<file path="src/rtl/game_pkg.sv">
// Shared types and constants for Red Light, Green Light game control.
// Latency: n/a (package only).
// Backpressure: n/a (package only).
package game_pkg;

  // Round/phase sequencer states
  typedef enum logic [2:0] {
    IDLE,
    READY,
    GREEN,
    RED,
    ROUND_OVER,
    GAME_OVER
  } state_t;

  // Round result as shown to the renderer
  typedef enum logic [2:0] {
    W_NONE   = 3'd0,
    W_PLAYER = 3'd1,
    W_AI1    = 3'd2,
    W_AI2    = 3'd3,
    W_AI3    = 3'd4,
    W_FOUL   = 3'd5
  } winner_t;

  // Track geometry shared with car_manager
  localparam int unsigned FINISH_X = 580;
  localparam int unsigned START_X  = 50;

  // Score counters stick at their maximum instead of wrapping
  function automatic logic [3:0] sat_inc4(input logic [3:0] v);
    return (v == 4'hF) ? v : v + 4'd1;
  endfunction

endpackage

</file>
<file path="src/rtl/tick_gen.sv">
// Timer tick source: one-cycle pulse on the last cycle of every TICK_CYCLES window.
// Latency: first pulse TICK_CYCLES cycles after reset is released.
// Backpressure: none; free-running while reset is low.
module tick_gen #(
  parameter int unsigned TICK_CYCLES = 5_000_000
) (
  input  logic clk,
  input  logic reset,
  output logic tick
);

  localparam int unsigned CW = (TICK_CYCLES > 1) ? $clog2(TICK_CYCLES) : 1;
  localparam logic [CW-1:0] LAST = CW'(TICK_CYCLES - 1);

  if (TICK_CYCLES < 1) begin : g_bad_tick_cycles
    $error("tick_gen: TICK_CYCLES must be at least 1");
  end

  logic [CW-1:0] cnt_q;
  logic [CW-1:0] cnt_d;

  // Wrap the cycle counter at the end of each window
  always_comb begin
    cnt_d = (cnt_q == LAST) ? '0 : cnt_q + CW'(1);
  end

  // Cycle counter; reset also realigns the window to the caller's phase start
  always_ff @(posedge clk) begin
    if (reset) begin
      cnt_q <= '0;
    end else begin
      cnt_q <= cnt_d;
    end
  end

  assign tick = (cnt_q == LAST);

endmodule

</file>
<file path="src/rtl/light_round_controller.sv">
// Round/phase sequencer for Red Light, Green Light: light phases, foul policing, finish, scores.
// Latency: outputs registered, reflect a trigger one cycle after it is seen on the inputs.
// Backpressure: none; start is edge-detected and ignored outside IDLE/ROUND_OVER/GAME_OVER.
// Optional build macro LIGHT_WARN_EN adds the yellow end-of-green warning.
module light_round_controller
  import game_pkg::*;
#(
  parameter int unsigned TICK_CYCLES = 5_000_000,
  parameter int unsigned READY_TICKS = 20,
  parameter int unsigned GREEN_BASE  = 20,
  parameter int unsigned RED_BASE    = 15,
  parameter int unsigned RED_GRACE   = 3,
  parameter int unsigned WARN_TICKS  = 5,
  parameter int unsigned FINISH_X    = game_pkg::FINISH_X,
  parameter int unsigned MAX_ROUNDS  = 5
) (
  input  logic        clk,
  input  logic        reset,
  input  logic        start,
  input  logic [15:0] rand_val,
  input  logic        move_up,
  input  logic        move_down,
  input  logic        move_forward,
  input  logic [9:0]  player_x,
  input  logic [9:0]  ai1_x,
  input  logic [9:0]  ai2_x,
  input  logic [9:0]  ai3_x,
  output logic        game_active,
  output logic        light_green,
  output logic        light_yellow,
  output logic [2:0]  winner,
  output logic [2:0]  round_num,
  output logic [3:0]  player_score,
  output logic [3:0]  ai_score,
  output logic        game_over
);

  // Phase durations are held in 8 bits, so the longest randomised phase must fit
  if (GREEN_BASE + 15 > 255 || GREEN_BASE < 1) begin : g_bad_green
    $error("light_round_controller: GREEN_BASE must be 1..240");
  end
  if (RED_BASE + 15 > 255 || RED_BASE < 1) begin : g_bad_red
    $error("light_round_controller: RED_BASE must be 1..240");
  end
  if (READY_TICKS < 1 || READY_TICKS > 255) begin : g_bad_ready
    $error("light_round_controller: READY_TICKS must be 1..255");
  end
  if (RED_GRACE > 255 || WARN_TICKS > 255) begin : g_bad_grace
    $error("light_round_controller: RED_GRACE and WARN_TICKS must fit in 8 bits");
  end
  if (MAX_ROUNDS < 1 || MAX_ROUNDS > 7) begin : g_bad_rounds
    $error("light_round_controller: MAX_ROUNDS must be 1..7");
  end

  state_t      state_q;
  state_t      state_d;
  logic        start_q;
  logic        start_edge;
  logic        tick;
  logic        tick_rst;
  logic        phase_restart;
  logic        phase_done;
  logic        timed_state;
  logic [7:0]  timer_q;
  logic [7:0]  dur_q;
  logic [7:0]  green_dur;
  logic [7:0]  red_dur;
  logic        any_move;
  logic        foul;
  logic        finish_any;
  winner_t     finish_winner;
  winner_t     round_winner;
  winner_t     winner_q;
  logic [2:0]  round_q;
  logic [3:0]  pscore_q;
  logic [3:0]  ascore_q;
  logic        game_active_q;
  logic        light_green_q;
  logic        game_over_q;
  logic        unused_rand;

  // Only the top nibble of the LFSR feeds the phase lengths
  assign unused_rand = ^rand_val[11:0];

  assign start_edge  = start & ~start_q;
  assign green_dur   = 8'(GREEN_BASE) + {4'd0, rand_val[15:12]};
  assign red_dur     = 8'(RED_BASE) + {4'd0, rand_val[15:12]};
  assign timed_state = (state_q == READY) || (state_q == GREEN) || (state_q == RED);
  assign phase_done  = tick && (timer_q == dur_q - 8'd1);
  assign any_move    = move_up | move_down | move_forward;
  assign foul        = (state_q == RED) && any_move && (timer_q >= 8'(RED_GRACE));

  // Finish detection with fixed priority player > ai1 > ai2 > ai3
  always_comb begin
    finish_winner = W_NONE;
    if (player_x >= 10'(FINISH_X)) begin
      finish_winner = W_PLAYER;
    end else if (ai1_x >= 10'(FINISH_X)) begin
      finish_winner = W_AI1;
    end else if (ai2_x >= 10'(FINISH_X)) begin
      finish_winner = W_AI2;
    end else if (ai3_x >= 10'(FINISH_X)) begin
      finish_winner = W_AI3;
    end
  end

  assign finish_any   = (finish_winner != W_NONE);
  assign round_winner = finish_any ? finish_winner : W_FOUL;

  // Next-state selection; finish outranks both foul and phase expiry
  always_comb begin
    state_d = state_q;
    unique case (state_q)
      IDLE:       if (start_edge) state_d = READY;
      READY:      if (phase_done) state_d = GREEN;
      GREEN: begin
        if (finish_any)      state_d = ROUND_OVER;
        else if (phase_done) state_d = RED;
      end
      RED: begin
        if (finish_any || foul) state_d = ROUND_OVER;
        else if (phase_done)    state_d = GREEN;
      end
      ROUND_OVER: begin
        if (start_edge) state_d = (round_q == 3'(MAX_ROUNDS)) ? GAME_OVER : READY;
      end
      GAME_OVER:  if (start_edge) state_d = READY;
      default:    state_d = IDLE;
    endcase
  end

  // Every state change restarts the tick window so each phase lasts whole ticks
  assign phase_restart = (state_d != state_q);
  assign tick_rst      = reset | phase_restart;

  tick_gen #(
    .TICK_CYCLES (TICK_CYCLES)
  ) u_tick_gen (
    .clk   (clk),
    .reset (tick_rst),
    .tick  (tick)
  );

  // Sequencer registers: state, phase timer, latched duration, round bookkeeping, outputs
  always_ff @(posedge clk) begin
    if (reset) begin
      state_q       <= IDLE;
      start_q       <= 1'b0;
      timer_q       <= '0;
      dur_q         <= '0;
      winner_q      <= W_NONE;
      round_q       <= 3'd1;
      pscore_q      <= '0;
      ascore_q      <= '0;
      game_active_q <= 1'b0;
      light_green_q <= 1'b0;
      game_over_q   <= 1'b0;
    end else begin
      start_q       <= start;
      state_q       <= state_d;
      game_active_q <= (state_d == GREEN) || (state_d == RED);
      light_green_q <= (state_d == GREEN);
      game_over_q   <= (state_d == GAME_OVER);

      if (phase_restart) begin
        timer_q <= '0;
      end else if (tick && timed_state) begin
        timer_q <= timer_q + 8'd1;
      end

      if (phase_restart) begin
        unique case (state_d)
          READY: begin
            dur_q <= 8'(READY_TICKS);
            if (state_q == ROUND_OVER) begin
              round_q <= round_q + 3'd1;
            end else if (state_q == GAME_OVER) begin
              round_q  <= 3'd1;
              pscore_q <= '0;
              ascore_q <= '0;
              winner_q <= W_NONE;
            end
          end
          GREEN: begin
            dur_q    <= green_dur;
            winner_q <= W_NONE;
          end
          RED: begin
            dur_q <= red_dur;
          end
          ROUND_OVER: begin
            winner_q <= round_winner;
            if (round_winner == W_PLAYER) begin
              pscore_q <= sat_inc4(pscore_q);
            end else begin
              ascore_q <= sat_inc4(ascore_q);
            end
          end
          default: begin
          end
        endcase
      end
    end
  end

`ifdef LIGHT_WARN_EN
  logic       light_yellow_q;
  logic [7:0] remain_after_tick;

  assign remain_after_tick = dur_q - timer_q - 8'd1;

  // Yellow tracks the green ticks still to run, updated on entry and on each tick
  always_ff @(posedge clk) begin
    if (reset) begin
      light_yellow_q <= 1'b0;
    end else if (state_d != GREEN) begin
      light_yellow_q <= 1'b0;
    end else if (state_q != GREEN) begin
      light_yellow_q <= (green_dur <= 8'(WARN_TICKS));
    end else if (tick) begin
      light_yellow_q <= (remain_after_tick <= 8'(WARN_TICKS));
    end
  end

  assign light_yellow = light_yellow_q;
`else
  assign light_yellow = 1'b0;
`endif

  assign game_active  = game_active_q;
  assign light_green  = light_green_q;
  assign winner       = winner_q;
  assign round_num    = round_q;
  assign player_score = pscore_q;
  assign ai_score     = ascore_q;
  assign game_over    = game_over_q;

endmodule

</file>
<file path="config.mk">
export PLATFORM = sky130hd
export DESIGN_NAME = light_round_controller
export DESIGN_NICKNAME = d
export VERILOG_FILES = /design/src/rtl/game_pkg.sv /design/src/rtl/tick_gen.sv /design/src/rtl/light_round_controller.sv
export SDC_FILE = /design/constraint.sdc
export NUM_CORES = 1
export LEC_CHECK = 0
export ABC_AREA = 1
export CELL_PAD_IN_SITES_DETAIL_PLACEMENT = 2
export CELL_PAD_IN_SITES_GLOBAL_PLACEMENT = 2
export CORE_ASPECT_RATIO = 0.5
export CORE_MARGIN = 5
export CORE_UTILIZATION = 26
export DETAILED_ROUTE_END_ITERATION = 6
export GPL_TIMING_DRIVEN = 0
export PLACE_DENSITY_LB_ADDON = 0.3
export SETUP_SLACK_MARGIN = 0.4
export SLEW_MARGIN = 20
export SYNTH_ARGS = -nofsm -noshare
export SYNTH_HDL_FRONTEND = slang
export SYNTH_HIERARCHICAL = 1
export SYNTH_SLANG_ARGS = --single-unit
</file>
<file path="constraint.sdc">
create_clock -name clk -period 5.5 [get_ports clk]
set_clock_uncertainty 0.05 [all_clocks]
set_input_delay 1.65 -clock clk [delete_from_list [all_inputs] [get_ports clk]]
set_output_delay 1.65 -clock clk [all_outputs]
set_load 0.01 [all_outputs]
</file>
After elaboration in Yosys (flattened, before gate mapping):

Cells that the tools add are included.

* add/sub/neg operators: 8
* $lt $le $gt $ge: 5
* eq/ne operators: 23
* mux-type cells: 27
* bitwise logic cells: 5
* reductions and logical operators: 22

Operators by type and width (count)
* two-way mux 3 bit: 16
* greater-or-equal comparator 10 bit (second input constant): 4
* two-way mux 4 bit: 6
* case mux 8 bit (3 select lines): 1
* adder 23 x 1 -> 23 bit (second input constant): 1
* equality test 23 bit (second input constant): 1
* case mux 4 bit (2 select lines): 2
* equality test 3 bit (second input constant): 5
* case mux 3 bit (5 select lines): 1
* equality test 3 x 2 -> 1 bit (second input constant): 4
* inequality test 2 bit (second input constant): 6
* AND reduction 6 bit: 2
* equality test 3 x 1 -> 1 bit (second input constant): 3
* case mux 3 bit (3 select lines): 1
* nonzero test 3 bit: 3
* adder 4 x 1 -> 4 bit (second input constant): 2
* adder 8 x 1 -> 8 bit (second input constant): 1
* equality test 4 bit (second input constant): 2
* equality test 8 bit: 1
* greater-or-equal comparator 8 x 2 -> 1 bit (second input constant): 1
* subtractor 8 x 1 -> 8 bit (second input constant): 1
* adder 5 x 4 -> 6 bit (first input constant): 1
* OR reduction 2 bit: 3
* adder 4 x 4 -> 5 bit (first input constant): 1
* 12 further kinds: 21

* register bits after elaboration: 60
* input bits: 62
* output and inout bits: 18
* logic and storage cells: 102

Logic depth before layout (Yosys ltp):

Gate-level depths: netlist of the first run.

* word-level depth: 12
* mapped depth: 25
* gate-level depth less buffers: 25

By module:

The synthesis of the first run kept the hierarchy.

Modules (own cells, without submodules)
* light_round_controller: times used 1, cells each 393, area an instance 2496.1 sq um, seq. area each 700.7 sq um
* tick_gen: times used 1, cells each 189, area an instance 1285.0 sq um, seq. area each 460.4 sq um

Worst setup path before layout of the first run:

No wires, ideal clock.

* path kind: in2reg
* from: in ai2_x[3]
* to: reg u_tick_gen.cnt_q[19]
* library setup time: 0.070 ns
* arrival time: 3.443 ns
* required time: 5.380 ns
* path slack: 1.938 ns
* cell stages on the path: 18
* path buffers: 1
* cell sequence: nor2_1 nand2_1 nand3_1 nand2_1 nor2_2 nand3_2 nor2_1 inv_1 nand2_2 nand2_4 nand3_1 nand3_4 nor2_1 inv_2 inv_1 nand2_2 buf_6 a21oi_1

* word-level cells in the longest chain between the ends: 11
* elaborated cells between the ends (all ways): 12
* classes of those cells: order compare (1); eq/ne (1); mux (6); bitwise (1); reduce/logical (3)

RTL lines
* start, declared: line light_round_controller.sv:26 `input logic [9:0] ai2_x,`
* greater-or-equal comparator 10 bit *: line light_round_controller.sv:100 `end else if (ai2_x >= 10'(FINISH_X)) begin`
* two-way mux 3 bit *: line light_round_controller.sv:100
* two-way mux 3 bit *: line light_round_controller.sv:98 `end else if (ai1_x >= 10'(FINISH_X)) begin`
* two-way mux 3 bit *: line light_round_controller.sv:96 `if (player_x >= 10'(FINISH_X)) begin`
* nonzero test 3 bit *: line light_round_controller.sv:107 `assign finish_any = (finish_winner != W_NONE);`
* logical OR 1 bit: line light_round_controller.sv:121 `if (finish_any || foul) state_d = ROUND_OVER;`
* two-way mux 3 bit: line light_round_controller.sv:121
* case mux 3 bit (5 select lines) *: line light_round_controller.sv:113 `unique case (state_q)`
* inequality test 3 bit *: line light_round_controller.sv:133 `assign phase_restart = (state_d != state_q);`
* OR 1 bit *: line light_round_controller.sv:134 `assign tick_rst = reset | phase_restart;`
* via tick_rst: line light_round_controller.sv:60 `logic tick_rst;`
* OR reduction 2 bit (no line) *
* end signal, assigned: line tick_gen.sv:32 `cnt_q <= cnt_d;`
* end, declared: line tick_gen.sv:19 `logic [CW-1:0] cnt_q;`

Mark *: on every way through the listed nets, which the timed path passes. The rest lies on a longest branch.
A chain may end at the register's enable or synchronous reset.

Final worst setup path of the first run:

* from: in player_x[7]
* to: reg u_tick_gen.cnt_q[19]

* word-level cells in the longest chain between the ends: 9
* elaborated cells between the ends (all ways): 10
* classes of those cells: order compare (1); eq/ne (1); mux (4); bitwise (1); reduce/logical (3)

RTL lines
* start, declared: line light_round_controller.sv:24 `input logic [9:0] player_x,`
* greater-or-equal comparator 10 bit *: line light_round_controller.sv:96
* two-way mux 3 bit *: line light_round_controller.sv:96
* nonzero test 3 bit *: line light_round_controller.sv:107
* logical OR 1 bit: line light_round_controller.sv:121
* two-way mux 3 bit: line light_round_controller.sv:121
* case mux 3 bit (5 select lines) *: line light_round_controller.sv:113
* inequality test 3 bit *: line light_round_controller.sv:133
* OR 1 bit *: line light_round_controller.sv:134
* via tick_rst: line light_round_controller.sv:60
* OR reduction 2 bit (no line) *

Marked as above.

==> load_flow_metrics.sql, run 1 <==
INSERT INTO impl_metrics (metric_group, metric, value, unit) VALUES
('die', 'core_outline_area', '14350', 'um^2'),
('synthesis', 'postSynthCellCount', '582', ''),
('min_path', 'hold_end', 'u_tick_gen/cnt_q[0]$_SDFF_PP0_', ''),
('sta', 'post-route-worst-setup-slack', '1.261', 'ns'),
('worst_setup_path', 'cp.buffers_inverters', '6', ''),
('cts', 'post_cts_sizing', '0', ''),
('sta', 'drv_slew', '0', ''),
('synthesis', 'yosysSeqAreaShare', '0.3071', ''),
('die', 'boundaryPins', '80', ''),
('cts', 'cts_num_sinks', '58', ''),
('sta', 'final.period_utilization', '0.7706', ''),
('synthesis', 'netlist.area_leader.share', '0.3071', ''),
('cts', 'clkTransAtPathRegs', '0.05', 'ns'),
('power_and_ir_drop', 'post-layout-total-power', '1.209', 'mW'),
('grt', 'grt_use_total', '0.1424', ''),
('cts', 'worst_skew_pair.late_latency', '0.33', 'ns'),
('worst_setup_path', 'startpoint', 'player_x[7]', ''),
('worst_setup_path', 'reg2reg_setup_slack', '1.79', 'ns'),
('cts', 'cts_post_setup_buffers_inserted', '0', ''),
('min_path', 'timing.hold.worst_path_depth', '1', ''),
('die', 'std_cell_rows', '31', ''),
('cts', 'cts-buffers-inserted', '9', ''),
('placement', 'pre_cts_ws', '0.8828', 'ns'),
('grt', 'grt_first_pass_wirelength', '19920', 'um'),
('min_path', 'worstHoldStart', 'u_tick_gen/cnt_q[0]$_SDFF_PP0_', ''),
('finish', 'design.final.nets', '723', ''),
('finish', 'design_area', '4917', 'um^2'),
('placement', 'place.port_buffers', '58', ''),
('worst_setup_path', 'worst_ep_arrival_time', '4.45', 'ns'),
('worst_setup_path', 'start_kind', 'input pin', ''),
('synthesis', 'register_bit_count_reported_by_yosys', '58', ''),
('power_and_ir_drop', 'p_leak', '1.887', 'nW'),
('worst_setup_path', 'crit_type', 'input pin to flip-flop', ''),
('cts', 'cts_hold_buffers', '0', ''),
('run_status', 'status', 'finished clean', ''),
('worst_setup_path', 'cp_top_family', 'simple AND/OR/NAND/NOR gates', ''),
('synthesis', 'post-synth-top-area-cell', 'sky130_fd_sc_hd__dfxtp_1', ''),
('worst_setup_path', 'cell_by_cell_listing_of_the_critical_path', 'clkdlybuf4s50_1, inv_1, nand2_1, nor2_1, a21oi_2, nand3_2, nor2_1, inv_1, nand2_2, nand2_4, nand3_1, nand3_4, nor2_1, inv_2, inv_1, nand2_2, buf_6, a21oi_1', ''),
('placement', 'place_hpwl', '9696', 'um'),
('die', 'die_height', '95.27', 'um'),
('cts', 'tritoncts', 'yes', ''),
('sta', 'setup_total_negative_slack', '0', 'ns'),
('sta', 'setup_viol', '0', ''),
('die', 'initial_utilization', '0.2635', ''),
('synthesis', 'top_post_synthesis_cells_by_area', 'sky130_fd_sc_hd__dfxtp_1 (31%), sky130_fd_sc_hd__nand2_1 (13%), sky130_fd_sc_hd__nor2_1 (10%)', ''),
('finish', 'fillers', '1742', ''),
('route', 'route.antenna.remaining_nets', '0', ''),
('sta', 'final_period_minus_worst_setup_slack', '4.239', 'ns'),
('finish', 'area_growth', '30.05', '%'),
('worst_setup_path', 'crit_fanout', '10', ''),
('job', 'drv_cap', '0', ''),
('route', 'detailedRoute.firstIterationViolations', '90', ''),
('worst_setup_path', 'timing.critical_path.depth', '18', ''),
('grt', 'grt_antenna_before_repair', '0', ''),
('power_and_ir_drop', 'peakVddDrop', '0.1233', 'mV'),
('finish', 'layout.core_utilization', '0.3426', ''),
('synthesis', 'mapped_avg_cell_area', '6.497', 'um^2'),
('worst_setup_path', 'worstReg2RegStart', 'u_tick_gen/cnt_q[0]$_SDFF_PP0_', ''),
('sta', 'slew-limit-headroom', '0.5663', ''),
('synthesis', 'syn_nets', '654', ''),
('route', 'postRouteWirelength', '11850', 'um'),
('grt', 'overflow', '0', ''),
('sta', 'worst_pin_slew', '0.6481', 'ns'),
('min_path', 'hold_class', 'flip-flop to flip-flop', ''),
('worst_setup_path', 'r2r_end', 'u_tick_gen/cnt_q[19]$_SDFF_PP0_', ''),
('worst_setup_path', 'worst_path_largest_cell_delay', '0.48', 'ns'),
('route', 'routed-via-count', '3884', ''),
('placement', 'detailed_place.area', '4609', 'um^2'),
('grt', 'grt_start_max_net_pins', '11', ''),
('die', 'die-width', '180.5', 'um'),
('synthesis', 'synthesis.yosys.warnings', '6', '');
==> Yosys cell counts <==
| master | count |
|---|---|
| sky130_fd_sc_hd__nor2_2 | 10 |
| sky130_fd_sc_hd__o21ai_0 | 9 |
| sky130_fd_sc_hd__nand3_1 | 53 |
| sky130_fd_sc_hd__nand2_4 | 4 |
| sky130_fd_sc_hd__o21bai_1 | 2 |
| sky130_fd_sc_hd__or2_1 | 1 |
| sky130_fd_sc_hd__nor3_1 | 4 |
| sky130_fd_sc_hd__nand3b_1 | 4 |
| sky130_fd_sc_hd__xor2_1 | 13 |
| sky130_fd_sc_hd__nor2_4 | 7 |
| sky130_fd_sc_hd__conb_1 | 1 |
| sky130_fd_sc_hd__a21boi_2 | 1 |
| sky130_fd_sc_hd__ha_1 | 10 |
| sky130_fd_sc_hd__nand3_2 | 4 |
| sky130_fd_sc_hd__nand2_2 | 12 |
| sky130_fd_sc_hd__nand3_4 | 2 |
| sky130_fd_sc_hd__xnor2_1 | 9 |
| sky130_fd_sc_hd__o211ai_1 | 1 |
| sky130_fd_sc_hd__o21a_1 | 2 |
| sky130_fd_sc_hd__a21oi_1 | 29 |
| sky130_fd_sc_hd__nor2_1 | 103 |
| sky130_fd_sc_hd__o21ai_1 | 5 |
| sky130_fd_sc_hd__buf_4 | 1 |
| sky130_fd_sc_hd__nand2_1 | 135 |
| sky130_fd_sc_hd__o22ai_1 | 1 |
| sky130_fd_sc_hd__and3_1 | 1 |
| sky130_fd_sc_hd__clkbuf_1 | 2 |
| sky130_fd_sc_hd__inv_1 | 67 |
| sky130_fd_sc_hd__buf_6 | 2 |
| sky130_fd_sc_hd__a21oi_4 | 1 |
| sky130_fd_sc_hd__dfxtp_1 | 58 |
| sky130_fd_sc_hd__inv_2 | 7 |
| sky130_fd_sc_hd__nand4_1 | 12 |
| sky130_fd_sc_hd__or2_0 | 1 |
| sky130_fd_sc_hd__or2_2 | 3 |
| sky130_fd_sc_hd__a31oi_1 | 2 |
| sky130_fd_sc_hd__a21oi_2 | 2 |
| sky130_fd_sc_hd__a32oi_1 | 1 |
==> metal layers <==
metal  wire, um  up-vias  track usage
met5          0        -            0
met4        125        0      0.03208
met3        303       13      0.03506
met2       5929       40       0.2656
met1       5492     1850       0.1682
li1           -     1981            -
==> flip-flops by register name (all words and copies together), names as in the netlist <==
name,count
ai_score,4
dur_q,6
game_active,1
game_over,1
light_green,1
player_score,4
round_num,3
start_q,1
state_q,3
timer_q,8
u_tick_gen/cnt_q,23
winner,3
==> worst register-to-register path, stage by stage, from the launching register on <==
cell,delay (ns)
sky130_fd_sc_hd__dfxtp_1,0.37
sky130_fd_sc_hd__ha_1,0.24
sky130_fd_sc_hd__nand2_2,0.09
sky130_fd_sc_hd__nor2_4,0.13
sky130_fd_sc_hd__nand2_2,0.10
sky130_fd_sc_hd__or2_1,0.25
sky130_fd_sc_hd__nor2_1,0.23
sky130_fd_sc_hd__nand2_1,0.08
sky130_fd_sc_hd__nor2_1,0.08
sky130_fd_sc_hd__nand2_1,0.07
sky130_fd_sc_hd__nor2_2,0.19
sky130_fd_sc_hd__nand2_1,0.07
sky130_fd_sc_hd__nor2_1,0.09
sky130_fd_sc_hd__nand3b_1,0.08
sky130_fd_sc_hd__nand2_1,0.09
sky130_fd_sc_hd__nand2_2,0.09
sky130_fd_sc_hd__nand2_4,0.11
sky130_fd_sc_hd__nand2_4,0.08
sky130_fd_sc_hd__nand2_2,0.11
sky130_fd_sc_hd__nand3_4,0.15
sky130_fd_sc_hd__nor2_1,0.25
sky130_fd_sc_hd__inv_2,0.13
sky130_fd_sc_hd__inv_1,0.09
sky130_fd_sc_hd__nand2_2,0.12
sky130_fd_sc_hd__buf_6,0.18
sky130_fd_sc_hd__a21oi_1,0.12
==> how the worst max path moves through the flow <==
stage | endpoint | slack, ns
CTS | u_tick_gen/cnt_q[19]$_SDFF_PP0_ | 1.22
finish | u_tick_gen/cnt_q[19]$_SDFF_PP0_ | 1.26
floorplan | u_tick_gen/cnt_q[19]$_SDFF_PP0_ | 1.94
global placement | u_tick_gen/cnt_q[19]$_SDFF_PP0_ | 0.94
global route | u_tick_gen/cnt_q[3]$_SDFF_PP0_ | 0.96
detailed placement | u_tick_gen/cnt_q[4]$_SDFF_PP0_ | 0.88
==> cell usage in the layout (no fill, tap or decap), types with 12 or more instances in the layout <==
cell and count:
sky130_fd_sc_hd__nand2_1 135, sky130_fd_sc_hd__nor2_1 103, sky130_fd_sc_hd__inv_1 67, sky130_fd_sc_hd__dfxtp_1 58, sky130_fd_sc_hd__clkdlybuf4s50_1 58, sky130_fd_sc_hd__nand3_1 53, sky130_fd_sc_hd__a21oi_1 29, sky130_fd_sc_hd__xor2_1 13
sky130_fd_sc_hd__nand2_2 12, sky130_fd_sc_hd__nand4_1 12
==> report_power, final <==
group | total [mW] | switching, mW | internal [mW] | leakage, nW
combinational | 0.174 | 0.102 | 0.0722 | 1.27
sequential | 0.439 | 0.00974 | 0.429 | 0.469
clock | 0.597 | 0.194 | 0.403 | 0.151
total | 1.21 | 0.305 | 0.904 | 1.89
==> per-stage QoR <==
stage / std cells / hold slack (ns)
3_3_place_gp: 838 / 0.3940
4_1_cts: 852 / 0.4224
5_1_grt: 852 / 0.4411
6_report: 852 / 0.4136
3_5_place_dp: 838 / 0.4116
2_1_floorplan: 582 / 0.3796
==> area by class of cell <==
| cell class | instances | share of cell area |
|---|---|---|
| buffer | 5 | 0.007634 |
| clock buffer | 11 | 0.04936 |
| clock inverter | 3 | 0.01323 |
| inverter | 74 | 0.05649 |
| multi-input combinational | 445 | 0.4687 |
| sequential | 58 | 0.2361 |
| tap | 198 | 0.05038 |
| timing repair buffer | 58 | 0.1181 |
==> kinds of logic (layout without fill, tap and decap cells) <==
| family | Yosys count | in the layout | synth area share |
|---|---|---|---|
| AND/OR/NAND/NOR | 356 | 356 | 0.4385 |
| other | 1 | 1 | 0.0009918 |
| buffers and inverters | 79 | 151 | 0.08339 |
| XOR/XNOR | 22 | 22 | 0.05096 |
| flip-flops | 58 | 58 | 0.3071 |
| AO/OA/AOI/OAI | 56 | 56 | 0.08604 |
| adder cells (fa/ha/maj) | 10 | 10 | 0.03309 |
(Power assumes the default switching activity.)
==> run 2, diff against run 1 <==
Settings changed: CORE_UTILIZATION 26 to 25.
Clock period 5.5 ns to 3.7 ns, I/O delays scaled along.
==> load_flow_metrics.sql, run 2 (synthesis results as in run 1) <==
INSERT INTO impl_metrics (metric_group, metric, value, unit) VALUES
('grt', 'grt_first_pass_wirelength', '20680', 'um'),
('cts', 'cts_hold_buffers', '0', ''),
('cts', 'cts-buffers-inserted', '9', ''),
('worst_setup_path', 'reg2reg_setup_slack', '0.48', 'ns'),
('route', 'drc', '0', ''),
('route', 'postRouteWirelength', '14010', 'um'),
('cts', 'clock_tree_buffer_depth', '2', ''),
('grt', 'grt_antenna_before_repair', '0', ''),
('worst_setup_path', 'timing.reg2reg.worst_path_depth', '24', ''),
('worst_setup_path', 'crit_path_top_delay_cell', 'sky130_fd_sc_hd__clkdlybuf4s50_1', ''),
('grt', 'grt_use_total', '0.1398', ''),
('worst_setup_path', 'setup.worst_path.end_class', 'flip-flop', ''),
('finish', 'largestRegisters', 'u_tick_gen/cnt_q x23, timer_q x8, dur_q x6', ''),
('worst_setup_path', 'startpoint', 'ai3_x[7]', ''),
('grt', 'grt_start_max_net_pins', '11', ''),
('die', 'boundaryPins', '80', ''),
('min_path', 'hold_class', 'flip-flop to flip-flop', ''),
('worst_setup_path', 'worst_path_largest_cell_delay', '0.48', 'ns'),
('finish', 'design_area', '5809', 'um^2'),
('placement', 'weighted_congestion_reported_at_the_end_of_routability_driven_placement', '0.7771', ''),
('sta', 'slew-limit-headroom', '0.4941', ''),
('run_status', 'status', 'finished clean', ''),
('die', 'die_area', '17830', 'um^2'),
('finish', 'layout-drive-gt1-share', '0.2468', ''),
('finish', 'sequential_cell_area', '1169', 'um^2'),
('min_path', 'hold_end', 'winner[2]$_SDFFE_PP0P_', ''),
('die', 'die-width', '183.9', 'um'),
('finish', 'fillers', '1717', ''),
('finish', 'multi_input_comb_area', '2729', 'um^2'),
('route', 'drt-wirelength-per-cell', '15.72', 'um'),
('worst_setup_path', 'r2r_end', 'player_score[0]$_SDFFE_PP0P_', ''),
('min_path', 'worstHoldStart', 'winner[2]$_SDFFE_PP0P_', ''),
('route', 'detailedRoute.firstIterationViolations', '91', ''),
('min_path', 'timing.hold.worst_path_depth', '2', ''),
('power_and_ir_drop', 'post-layout-total-power', '1.961', 'mW'),
('placement', 'place_hpwl', '9495', 'um'),
('sta', 'final_period_minus_worst_setup_slack', '3.332', 'ns'),
('route', 'routed-via-count', '4157', ''),
('sta', 'worst_pin_slew', '0.7588', 'ns'),
('finish', 'antenna_cells', '0', ''),
('finish', 'layout.core_utilization', '0.3973', ''),
('die', 'die_height', '96.96', 'um'),
('finish', 'largest_register_ff_count', '23', ''),
('die', 'core_outline_area', '14620', 'um^2'),
('grt', 'overflow', '0', ''),
('sta', 'unrepaired_setup_endpoints_after_global_routing', 'true', ''),
('cts', 'clkTransAtPathRegs', '0.06', 'ns'),
('cts', 'clock_tree.htree_level_count', '3', ''),
('sta', 'setup_viol', '0', ''),
('cts', 'worst_skew_pair.late_latency', '0.33', 'ns'),
('finish', 'regMostFlops', 'u_tick_gen/cnt_q', ''),
('cts', 'cts_num_sinks', '58', ''),
('finish', 'design.final.nets', '760', ''),
('grt', 'via_count_of_the_first_global_routing_pass', '4316', ''),
('worst_setup_path', 'worst_ep_arrival_time', '3.55', 'ns'),
('route', 'route.antenna.remaining_nets', '0', ''),
('worst_setup_path', 'start_kind', 'input pin', ''),
('worst_setup_path', 'cp_data_required_time', '3.92', 'ns'),
('die', 'initial_utilization', '0.2586', ''),
('finish', 'mostFrequentLayoutCell', 'sky130_fd_sc_hd__nand2_1', ''),
('power_and_ir_drop', 'peakVddDrop', '0.1857', 'mV'),
('power_and_ir_drop', 'power_density_over_the_cells', '337.5', 'nW/um^2'),
('finish', 'area_growth', '53.64', '%'),
('job', 'drv_cap', '0', ''),
('placement', 'place.port_buffers', '58', ''),
('worst_setup_path', 'crit_type', 'input pin to flip-flop', ''),
('sta', 'final.period_utilization', '0.9004', ''),
('cts', 'tritoncts', 'yes', ''),
('worst_setup_path', 'crit_fanout', '5', ''),
('power_and_ir_drop', 'p_leak', '2.358', 'nW'),
('placement', 'detailed_place.area', '4609', 'um^2'),
('sta', 'setup_total_negative_slack', '0', 'ns'),
('cts', 'clockRootBuffer', 'sky130_fd_sc_hd__clkbuf_16', ''),
('die', 'std_cell_rows', '31', ''),
('worst_setup_path', 'cell_by_cell_listing_of_the_critical_path', 'clkdlybuf4s50_1, inv_1, nand2_1, nor2_1, a21oi_2, nand4_1, nand2_1, nand2_2, nand2_4, nand2_8, buf_6, buf_6, nand4_1, nand2_2, nor2_4, buf_4, nand3_1, a21oi_1', ''),
('worst_setup_path', 'worstReg2RegStart', 'u_tick_gen/cnt_q[0]$_SDFF_PP0_', ''),
('finish', 'layout_common_cells', 'sky130_fd_sc_hd__nand2_1 (120), sky130_fd_sc_hd__nor2_1 (85), sky130_fd_sc_hd__inv_1 (65)', ''),
('sta', 'finalHoldViolations', '0', ''),
('sta', 'drv_slew', '0', ''),
('route', 'firstDrtPassIters', '4', ''),
('sta', 'max_freq', '0.3002', 'GHz'),
('route', 'post_drt_via_cell_ratio', '4.666', '');
[run 2: changes by cell type in the layout (fill, tap and decap cells not counted), sizes merged]
cell,before,now
clkbuf,13,16
buf,3,38
dlymetal6s2s,0,20
clkinv,1,2
clkdlybuf4s50,58,38
[run 2: final cells by class]
type,instances,area share
well taps,198,0.04264
clock buffers,12,0.04415
clock inverters,4,0.01271
inverters,74,0.05040
flip-flops and latches,58,0.2012
plain buffers,5,0.008615
repair buffers,95,0.1706
multi-input cells,445,0.4697
[run 2: repair_timing]
| action | CTS | global route |
|---|---|---|
| endpoints found under the setup margin | 51 | 43 |
| gates cloned | 0 | 2 |
| buffers inserted | 6 | 29 |
| gates resized for setup | 28 | 117 |
| pin swaps | 6 | 33 |
[run 2: worst max path at each step]
stage | to | slack (ns)
after floorplan | u_tick_gen/cnt_q[19]$_SDFF_PP0_ | 0.68
after global placement | u_tick_gen/cnt_q[19]$_SDFF_PP0_ | -0.32
after detailed placement | u_tick_gen/cnt_q[6]$_SDFF_PP0_ | -0.41
after CTS | u_tick_gen/cnt_q[6]$_SDFF_PP0_ | 0.40
after global routing | u_tick_gen/cnt_q[4]$_SDFF_PP0_ | 0.24
final | player_score[0]$_SDFFE_PP0P_ | 0.37
[run 2: worst max-delay path: cells and delay by family]
kind,cells,cell delay [ns]
buf+inv,5,0.90
compound gates,2,0.33
simple gates,11,1.21
[run 2: power by group]
group | internal [mW] | leakage [nW] | switching [mW]
Combinational | 0.167 | 1.73 | 0.207
Sequential | 0.638 | 0.470 | 0.0158
Clock | 0.626 | 0.163 | 0.307
Total | 1.43 | 2.36 | 0.530
[run 2: stage by stage]
| step | cells | hold WS [ns] | worst slack [ns] |
|---|---|---|---|
| after floorplan | 582 | 0.3796 | 0.6777 |
| after global placement | 838 | 0.3956 | -0.3217 |
| final | 891 | 0.4167 | 0.3684 |
| after global routing | 891 | 0.4489 | 0.2370 |
| after CTS | 860 | 0.4066 | 0.3985 |
| after detailed placement | 838 | 0.4090 | -0.4148 |
[run 2: metal layers]
metal	track usage	share of wire	up-vias
li1	-	-	2067
met1	0.1674	0.44	2039
met2	0.2520	0.53	43
met3	0.03673	0.028	8
met4	0.02783	0.0051	0
met5	0	0	-
